**src/rtl/mem_word_bridge.sv**
```systemverilog
// mem_word_bridge: splits 32-bit CPU loads/stores into two 16-bit beats on a synchronous memory port.
// Little-endian: low half at addr, high half at addr+1 (wrapping).
module mem_word_bridge #(
  parameter int ADDR_W = 8,
  parameter int HALF_W = 16
) (
  input  logic                clk,
  input  logic                rst_n,
  input  logic                req_valid,
  output logic                req_ready,
  input  logic                req_write,
  input  logic [ADDR_W-1:0]   req_addr,
  input  logic [2*HALF_W-1:0] req_wdata,
  output logic                resp_valid,
  output logic [2*HALF_W-1:0] resp_rdata,
  output logic [ADDR_W-1:0]   mem_address,
  output logic [HALF_W-1:0]   mem_data_in,
  output logic                mem_write_enable,
  output logic                mem_read_enable,
  input  logic [HALF_W-1:0]   mem_data_out
);
  typedef enum logic [2:0] {IDLE, WR_LO, WR_HI, RD_LO, RD_HI, RD_WAIT, RESP} state_t;
  state_t state_q, state_d;
  logic [ADDR_W-1:0] addr_q, addr_d, mem_address_q, mem_address_d;
  logic [2*HALF_W-1:0] wdata_q, wdata_d, rdata_q, rdata_d;
  logic [HALF_W-1:0] lo_q, lo_d, mem_data_in_q, mem_data_in_d;
  logic write_q, write_d, ready_q, ready_d, resp_q, resp_d, we_q, we_d, re_q, re_d;
  logic lo_beat, hi_beat;
  always_comb begin
    state_d = state_q;
    addr_d = addr_q;
    wdata_d = wdata_q;
    write_d = write_q;
    lo_d = lo_q;
    rdata_d = rdata_q;
    case (state_q)
      IDLE: if (req_valid && ready_q) begin
        addr_d = req_addr;
        wdata_d = req_wdata;
        write_d = req_write;
        state_d = req_write ? WR_LO : RD_LO;
      end
      WR_LO: state_d = WR_HI;
      WR_HI: state_d = RESP;
      RD_LO: state_d = RD_HI;
      RD_HI: begin
        lo_d = mem_data_out;
        state_d = RD_WAIT;
      end
      RD_WAIT: begin
        rdata_d = {mem_data_out, lo_q};
        state_d = RESP;
      end
      default: state_d = IDLE;
    endcase
    // Outputs are registered: decode them from the state being entered.
    lo_beat = state_d == WR_LO || state_d == RD_LO;
    hi_beat = state_d == WR_HI || state_d == RD_HI;
    ready_d = state_d == IDLE;
    resp_d = state_d == RESP;
    we_d = state_d == WR_LO || state_d == WR_HI;
    re_d = state_d == RD_LO || state_d == RD_HI;
    mem_address_d = hi_beat ? addr_d + 1'b1 : lo_beat ? addr_d : '0;
    mem_data_in_d = state_d == WR_LO ? wdata_d[HALF_W-1:0] :
                    state_d == WR_HI ? wdata_d[2*HALF_W-1:HALF_W] : '0;
  end
  always_ff @(posedge clk) begin
    if (!rst_n) begin
      state_q <= IDLE;
      addr_q <= '0;
      wdata_q <= '0;
      write_q <= 1'b0;
      lo_q <= '0;
      rdata_q <= '0;
      ready_q <= 1'b0;
      resp_q <= 1'b0;
      we_q <= 1'b0;
      re_q <= 1'b0;
      mem_address_q <= '0;
      mem_data_in_q <= '0;
    end else begin
      state_q <= state_d;
      addr_q <= addr_d;
      wdata_q <= wdata_d;
      write_q <= write_d;
      lo_q <= lo_d;
      rdata_q <= rdata_d;
      ready_q <= ready_d;
      resp_q <= resp_d;
      we_q <= we_d;
      re_q <= re_d;
      mem_address_q <= mem_address_d;
      mem_data_in_q <= mem_data_in_d;
    end
  end
  assign req_ready = ready_q;
  assign resp_valid = resp_q;
  assign resp_rdata = rdata_q;
  assign mem_address = mem_address_q;
  assign mem_data_in = mem_data_in_q;
  assign mem_write_enable = we_q;
  assign mem_read_enable = re_q;
endmodule

```
**config.mk**
```make
export PLATFORM = sky130hd
export DESIGN_NAME = mem_word_bridge
export DESIGN_NICKNAME = d
export VERILOG_FILES = /design/src/rtl/mem_word_bridge.sv
export SDC_FILE = /design/constraint.sdc
export NUM_CORES = 1
export LEC_CHECK = 0
export CORE_UTILIZATION = 45
export CTS_CLUSTER_DIAMETER = 30
export DETAILED_ROUTE_END_ITERATION = 6
export PLACE_DENSITY = 0.84
export SLEW_MARGIN = 0
export SYNTH_ARGS = -nofsm -noshare
export SYNTH_HDL_FRONTEND = slang
export SYNTH_SLANG_ARGS = --single-unit
export TNS_END_PERCENT = 100
```
**constraint.sdc**
```tcl
create_clock -name clk -period 2.77 [get_ports clk]
set_clock_uncertainty 0.15 [all_clocks]
set_input_delay 0.277 -clock clk [delete_from_list [all_inputs] [get_ports clk]]
set_output_delay 0.277 -clock clk [all_outputs]
set_load 0.01 [all_outputs]
```
# Yosys cells after proc, flatten, opt, wreduce, memory -nomap -nowiden
# Index checks and enable logic that the tools add are counted.
word_totals:
  latch_bits: 0
  out_inout_bits: 60
  input_bits: 60
  romBits: 0
  reg_bits: 119
  ramBits: 0
  memories: 0
op_classes:
  multipliers: 0
  div_mod_pow: 0
  addsub: 1
  mux: 11
  bitwise_logic: 0
  n_lt_le_gt_ge: 0
  n_reduce_logical: 8
  n_eq_ne: 10
  n_shift: 0
op_table:
  columns: ["operator", "count"]
  rows:
  - ["$mux 32", 2]
  - ["$mux 16", 2]
  - ["$mux 8", 4]
  - ["$pmux 3 s5", 1]
  - ["$eq 3x2->1 const B", 4]
  - ["$eq 3x3->1 const B", 4]
  - ["$add 8x1->8 const B", 1]
  - ["$eq 3x1->1 const B", 2]
  - ["$logic_not 3->1", 2]
  - ["$logic_or 1x1->1", 4]
  - ["$mux 3", 1]
  - ["$mux 2", 1]
  - ["$reduce_or 2->1", 1]
  - ["$logic_and 1x1->1", 1]

# Depth between registers and ports, before layout
# Gate-level depths: netlist (run 1).
depth:
  word_depth: 7
  depth_mapped: 11

# Worst setup path before layout (run 1)
# Ideal clock, no wire load.
synth_timing:
  kind: "register to register"
  from: "reg state_q[1]"
  to: "reg mem_address_q[4], in the netlist mem_address[4]"
  stages_incl_launch_ff: 12
  synth_period_minus_slack_ps: 2447
  n_path_buf: 3
  slack_ps: 323
  setup_time_ps: 122
  arrival_time_ps: 2175
  required_time_ps: 2498
  cell_sequence: "dfxtp_1 buf_6 or4_4 buf_6 buf_2 nand2_1 nand2_1 ha_1 nand3b_1 nor2_1 a221o_1 o311a_1"
synth_between:
  elab_cells_between_ends: 19
  classes_between: "add/sub: 1; eq/ne: 9; mux: 5; reduce/logical: 4"
synth_rtl:
  columns: ["item", "line_no", "text"]
  rows:
  - ["start: declaration", "23", "state_t state_q, state_d;"]
  - ["start signal: assignment", "82", "state_q <= state_d;"]
  - ["$logic_not 3->1", "36", "case (state_q)"]
  - ["$mux 8", "36", null]
  - ["named net addr_d[1]", "24", "logic [ADDR_W-1:0] addr_q, addr_d, mem_address_q, mem_address_d;"]
  - ["$add 8x1->8", "63", "mem_address_d = hi_beat ? addr_d + 1'b1 : lo_beat ? addr_d : '0;"]
  - ["$mux 8", "63", null]
  - ["end signal: assignment", "92", "mem_address_q <= mem_address_d;"]
  - ["end: declaration", "24", null]
# The timed path passes the listed nets, and every way through them passes these cells.
# A chain may end at the register's enable or synchronous reset.

# Final worst setup path (run 1)
layout_timing:
  from: "reg state_q[0]"
  to: "reg mem_address_q[6], in the netlist mem_address[6]"
# The elaborated chain is that of the path after synthesis.

==> flow_metrics.tcl, run 1 <==
set metrics [dict create \
    status "completed" \
    maxCapViolCount 0 \
    grt_pass1_vias 3150 \
    cts_resized 0 \
    syn-num-nets 477 \
    cts_buffers 9 \
    finalSetupViolCount 0 \
    ys_ff_latch 103 \
    ys_types 39 \
    grt_pass1_wl_mm 14.9 \
    dpl_worst_slack_ps -6.54 \
    cts_setup_buffers 0 \
    drive_gt1_share_pct 5.85 \
    diodes 0 \
    relSlewSlack_pct 58.3 \
    cts.path.max_buffers 2 \
    critPathMaxFanout 12 \
    die-area_sq_um 8590 \
    viasPerCell 5.05 \
    critPathLaunchType "flop" \
    nets 586 \
    antenna_found_initial 0 \
    syn_inst 416 \
    fill_cells 673 \
    synthArstFlopShare_pct 0 \
    cts_sinks 103 \
    cts_max_level 3 \
    crit_arrival_ps 2550 \
    critPathKind "flop to flop" \
    firstDrtPassIters 4 \
    dp_cells 616 \
    start_util_pct 47.2 \
    hold_buffers 0 \
    peakVddDrop_mv 0.303 \
    die_x_um 92.7 \
    clk_pin_slew_ps 90 \
    path_cells "or4_4, mux2_2, ha_1, nand3b_1, nor3_1, o221a_1, nor3_2" \
    fmax_mhz 405 \
    pin_count 120 \
    yosys_warnings 0 \
    io_buffers 119 \
    fin_util_pct 65.7 \
    wl_mm 8.78 \
    finalCritPeriodShare_pct 89.2 \
    dp.final_hpwl_mm 6.21 \
    cts_tree "yes" \
    tightest_slew_ps 625 \
    fin_cells 632 \
    gp_congestion 0.819 \
    synth_top_cell_area_share_pct 55.7 \
    synth.cell_area_sq_um 3700 \
    rsz0062_at_grt "no" \
    synth.avg_cell_area_sq_um 8.90 \
    synth_area_leaders "dfxtp_1, nand2_1, a21oi_1" \
    drt_iter0_markers 138 \
    hold_viol_final 0 \
    hold_slack_ps 308 \
    period_minus_slack_ps 2470 \
    ys.flop_type "dfxtp_1" \
    insertion_delay_ps 350 \
    post-route-cell-area_sq_um 5150 \
    synth_edf_count 0 \
    core_sq_um 7850 \
    slew_viol_final 0 \
    leakage_nw 1.87 \
    overflow 0 \
    vias 3193 \
    slowest_delay_ps 560 \
    synthToLayoutAreaGrowth_pct 39.2 \
    power.density_nw_per_um2 634 \
    ys_seq_area_share_pct 55.7 \
    crit_slowest_cell "or4_4" \
    cp-end-kind "flop" \
    hold_path.class "flop to flop" \
    wl_per_cell_um 13.9 \
    root_buffer "clkbuf_8" \
    drc 0 \
    drtAntennaViolNets 0 \
    cp_data_required_time_ps 2840 \
    placementRows 32 \
    grt_use_total_pct 21.9 \
    synth_top_area_cell "dfxtp_1" \
    grt_max_degree 34 \
    die_y_um 92.7 \
    post_dp_cell_area_sq_um 4980 \
    final.setup.worst_slack_ps 299 \
]
kinds of logic (layout without fill, tap and decap cells):
logic type / Yosys count / in the layout / share of synthesized area, %
and+or+nand+nor: 165 / 165 / 18.8
DFF: 103 / 103 / 55.7
AOI/OAI and AO/OA: 88 / 88 / 14.5
buffers and inverters: 36 / 150 / 4.39
muxes: 19 / 19 / 5.31
xor gates and xnor gates: 4 / 4 / 0.946
adders and majority gates: 1 / 1 / 0.338
routing by layer:
layer	track usage (%)	routed length, um
met2	36.5	4320
met3	3.69	397
met5	0	0
met4	8.33	161
met1	28.3	3890
path summary, 6_finish.rpt:
check	endpoint	startpoint	slack (ps)	cells past startpoint
worst max-delay path	mem_address[6]$_SDFF_PN0_	state_q[0]$_SDFF_PN0_	300	7
worst min-delay path	resp_rdata[12]$_SDFFE_PN0N_	lo_q[12]$_SDFFE_PN0N_	310	2
worst max register to register	mem_address[6]$_SDFF_PN0_	state_q[0]$_SDFF_PN0_	300	7
worst min register to register	resp_rdata[12]$_SDFFE_PN0N_	lo_q[12]$_SDFFE_PN0N_	310	2
area by class of cell:
cell class                      instances  area, sq um  share of cell area [%]
Multi-Input combinational cell        277         1480                    28.7
Clock buffer                           11          131                    2.55
Tap cell                              102          128                    2.48
Timing Repair Buffer                  130         1300                    25.2
Clock inverter                          5         42.5                   0.825
Sequential cell                       103         2060                    40.0
Inverter                                4         15.0                   0.291
sequential cells by signal, indices dropped and copies added (netlist names):
signal	flops
mem_read_enable	1
resp_valid	1
addr_q	8
wdata_q	16
req_ready	1
lo_q	16
resp_rdata	32
mem_address	8
mem_write_enable	1
mem_data_in	16
state_q	3
synth_stat cells, drive strengths merged (3+ instances only):
library cell  number
a21oi             62
and2               4
buf                9
clkbuf            23
dfxtp            103
inv                4
mux2i             17
nand2            118
nand3              3
nor2              24
nor3               5
o2bb2ai           16
xnor2              3
placed cells by master, fill, tap and decap left out, drive strengths merged, types with 3 or more instances in the layout:
cell           count
nand2            118
mux2i             17
a21oi             62
dfxtp            103
o2bb2ai           16
and2               4
clkbuf            11
nor3               5
clkdlybuf4s50    119
buf               11
xnor2              3
nor2              24
inv                6
nand3              3
report_power, final:
group	switching, mW	total, mW	internal, mW
combinational	0.379	0.730	0.350
clock	0.505	0.842	0.338
sequential	0.0787	1.69	1.62
through the flow:
step           power [mW]  TNS (ps)
2_1_floorplan        2.17         0
3_3_place_gp         2.43         0
3_5_place_dp         2.46     -6.54
4_1_cts              3.30         0
5_1_grt              3.46         0
6_report             3.27         0
critical path: cells and delay by family, from the launching register on:
family | cells | cell delay, ps
flops | 1 | 470
mux | 1 | 260
fa+ha+maj | 1 | 180
simple gates | 4 | 1030
compound gates | 1 | 240
Power figures use the tool's default switching activity.
==> run 2, diff against run 1 <==
--- a/config.mk
+++ b/config.mk
@@ -5,10 +5,12 @@
 export SDC_FILE = /design/constraint.sdc
 export NUM_CORES = 1
 export LEC_CHECK = 0
+export CAP_MARGIN = 20
 export CORE_UTILIZATION = 45
 export CTS_CLUSTER_DIAMETER = 30
 export DETAILED_ROUTE_END_ITERATION = 6
 export PLACE_DENSITY = 0.84
+export RECOVER_POWER = 25
 export SLEW_MARGIN = 0
 export SYNTH_ARGS = -nofsm -noshare
 export SYNTH_HDL_FRONTEND = slang
==> flow_metrics.tcl, run 2 (synthesized netlist as in run 1, its figures left out) <==
set metrics [dict create \
    seqCellArea_sq_um 2060 \
    grt_use_total_pct 21.9 \
    antenna_found_initial 0 \
    finalSetupViolCount 0 \
    fill_cells 677 \
    grt_pass1_wl_mm 14.9 \
    slowest_delay_ps 560 \
    viasPerCell 5.09 \
    gp_congestion 0.819 \
    combPwrFrac_pct 21.9 \
    vias 3219 \
    cp_data_required_time_ps 2830 \
    switching_share_pct 29.5 \
    status "completed" \
    hold_slack_ps 303 \
    die_x_um 92.7 \
    cts.path.max_buffers 2 \
    grt_pass1_vias 3150 \
    start_util_pct 47.2 \
    hold_buffers 0 \
    critPathKind "flop to flop" \
    cts_buffers 9 \
    final_cell_mix "nand2_1, dfxtp_1, clkdlybuf4s50_1" \
    drtAntennaViolNets 0 \
    maxCapViolCount 0 \
    dp.final_hpwl_mm 6.21 \
    peakVddDrop_mv 0.302 \
    clk_pin_slew_ps 90 \
    overflow 0 \
    cts_resized 0 \
    crit_buf_inv 0 \
    rsz0062_at_grt "no" \
    hold_path.class "flop to flop" \
    p_sw_mw 0.959 \
    diodes 0 \
    post-route-cell-area_sq_um 5140 \
    hold_viol_final 0 \
    placementRows 32 \
    multi_input_area_sq_um 1480 \
    cts_tree "yes" \
    power_frac_clock_pct 25.9 \
    critPathMaxFanout 12 \
    fin_util_pct 65.4 \
    core_sq_um 7850 \
    wl_mm 8.73 \
    cp-end-kind "flop" \
    largest_register_ffs 32 \
    path_cells "or4_4, mux2_2, ha_1, nand3b_1, nor3_1, o221a_1, nor3_2" \
    dp_cells 616 \
    firstDrtPassIters 4 \
    cts_setup_buffers 0 \
    seq_power_share_pct 52.2 \
    tightest_slew_ps 1070 \
    power_mw 3.25 \
    relSlewSlack_pct 28.5 \
    power.density_nw_per_um2 632 \
    post_dp_cell_area_sq_um 4980 \
    critPathLaunchType "flop" \
    wl_per_cell_um 13.8 \
    die_y_um 92.7 \
    nets 586 \
    crit_slowest_cell "or4_4" \
    drc 0 \
    slew_viol_final 0 \
    period_minus_slack_ps 2490 \
    path_delay_family "simple AND/OR/NAND/NOR gates" \
    cts_sinks 103 \
    fmax_mhz 402 \
    cts_max_level 3 \
    io_buffers 119 \
    leakage_nw 1.97 \
    intPower_mw 2.29 \
    insertion_delay_ps 350 \
    finalCritPeriodShare_pct 89.8 \
    fin_cells 632 \
    pin_count 120 \
    root_buffer "clkbuf_8" \
    layout_commonest_cell "nand2_1" \
    crit_arrival_ps 2540 \
    synthToLayoutAreaGrowth_pct 38.7 \
    drt_iter0_markers 136 \
    grt_max_degree 34 \
    drive_gt1_share_pct 5.47 \
    die-area_sq_um 8590 \
]
==> run 2: cell types whose count changed in the layout (fill, tap and decap cells not counted) <==
| cell | delta |
|---|---|
| clkdlybuf4s50_1 | -31 |
| dlygate4sd3_1 | +31 |
| buf_12 | -1 |
| buf_4 | -1 |
| clkbuf_1 | +1 |
| clkbuf_2 | +1 |
| inv_1 | +1 |
| inv_2 | -1 |
==> run 2: layout make-up <==
class	count	share of cell area, %
clock inverter	5	0.828
multi-input combinational	277	28.8
inverter	4	0.292
tap	102	2.48
sequential	103	40.1
clock buffer	11	2.56
timing repair buffer	130	24.9
==> run 2: routing by layer <==
| layer | vias to the layer above | part of all wire [%] | global-route usage, % | wire length, um |
|---|---|---|---|---|
| met5 | - | 0 | 0 | 0 |
| met4 | 0 | 1.8 | 8.33 | 161 |
| met3 | 10 | 4.4 | 3.69 | 384 |
| met2 | 90 | 50 | 36.5 | 4340 |
| met1 | 1516 | 44 | 28.3 | 3840 |
| li1 | 1603 | - | - | - |
==> run 2: path summary, 6_finish.rpt <==
path,start,slack (ps),cells after the start,end
min,resp_rdata[16]$_SDFFE_PN0N_,300,2,resp_rdata[16]$_SDFFE_PN0N_
max,state_q[0]$_SDFF_PN0_,280,7,mem_address[6]$_SDFF_PN0_
min reg2reg,resp_rdata[16]$_SDFFE_PN0N_,300,2,resp_rdata[16]$_SDFFE_PN0N_
max reg2reg,state_q[0]$_SDFF_PN0_,280,7,mem_address[6]$_SDFF_PN0_
==> run 2: power by group through the flow <==
| stage | logic, mW | clock network [mW] | registers (mW) |
|---|---|---|---|
| after floorplan | 0.439 | 0 | 1.73 |
| after global placement | 0.709 | 0 | 1.72 |
| after detailed placement | 0.732 | 0 | 1.73 |
| after CTS | 0.735 | 0.871 | 1.69 |
| final | 0.712 | 0.841 | 1.69 |
| after global routing | 0.787 | 0.945 | 1.71 |
==> run 2: metrics by stage <==
| step | setup TNS, ps | setup slack, ps |
|---|---|---|
| 2_1_floorplan | 0 | 323 |
| 3_3_place_gp | 0 | 104 |
| 3_5_place_dp | -6.54 | -6.54 |
| 4_1_cts | 0 | 302 |
| 5_1_grt | 0 | 144 |
| 6_report | 0 | 282 |
==> run 2: worst min-delay path, delay by kind of cell (launching register included) <==
family | cells | cell delay (ps)
flip-flops | 1 | 310
AND/OR/NAND/NOR | 1 | 50
AO/OA/AOI/OAI | 1 | 50
==> run 3, diff against run 2 <==
--- a/config.mk
+++ b/config.mk
@@ -8,10 +8,11 @@
 export CAP_MARGIN = 20
 export CORE_UTILIZATION = 45
 export CTS_CLUSTER_DIAMETER = 30
+export CTS_CLUSTER_SIZE = 16
 export DETAILED_ROUTE_END_ITERATION = 6
+export GPL_ROUTABILITY_DRIVEN = 0
 export PLACE_DENSITY = 0.84
 export RECOVER_POWER = 25
-export SLEW_MARGIN = 0
 export SYNTH_ARGS = -nofsm -noshare
 export SYNTH_HDL_FRONTEND = slang
 export SYNTH_SLANG_ARGS = --single-unit
==> results of run 3 <==
No change in the layout: final DEF, timing and power equal those of run 2.
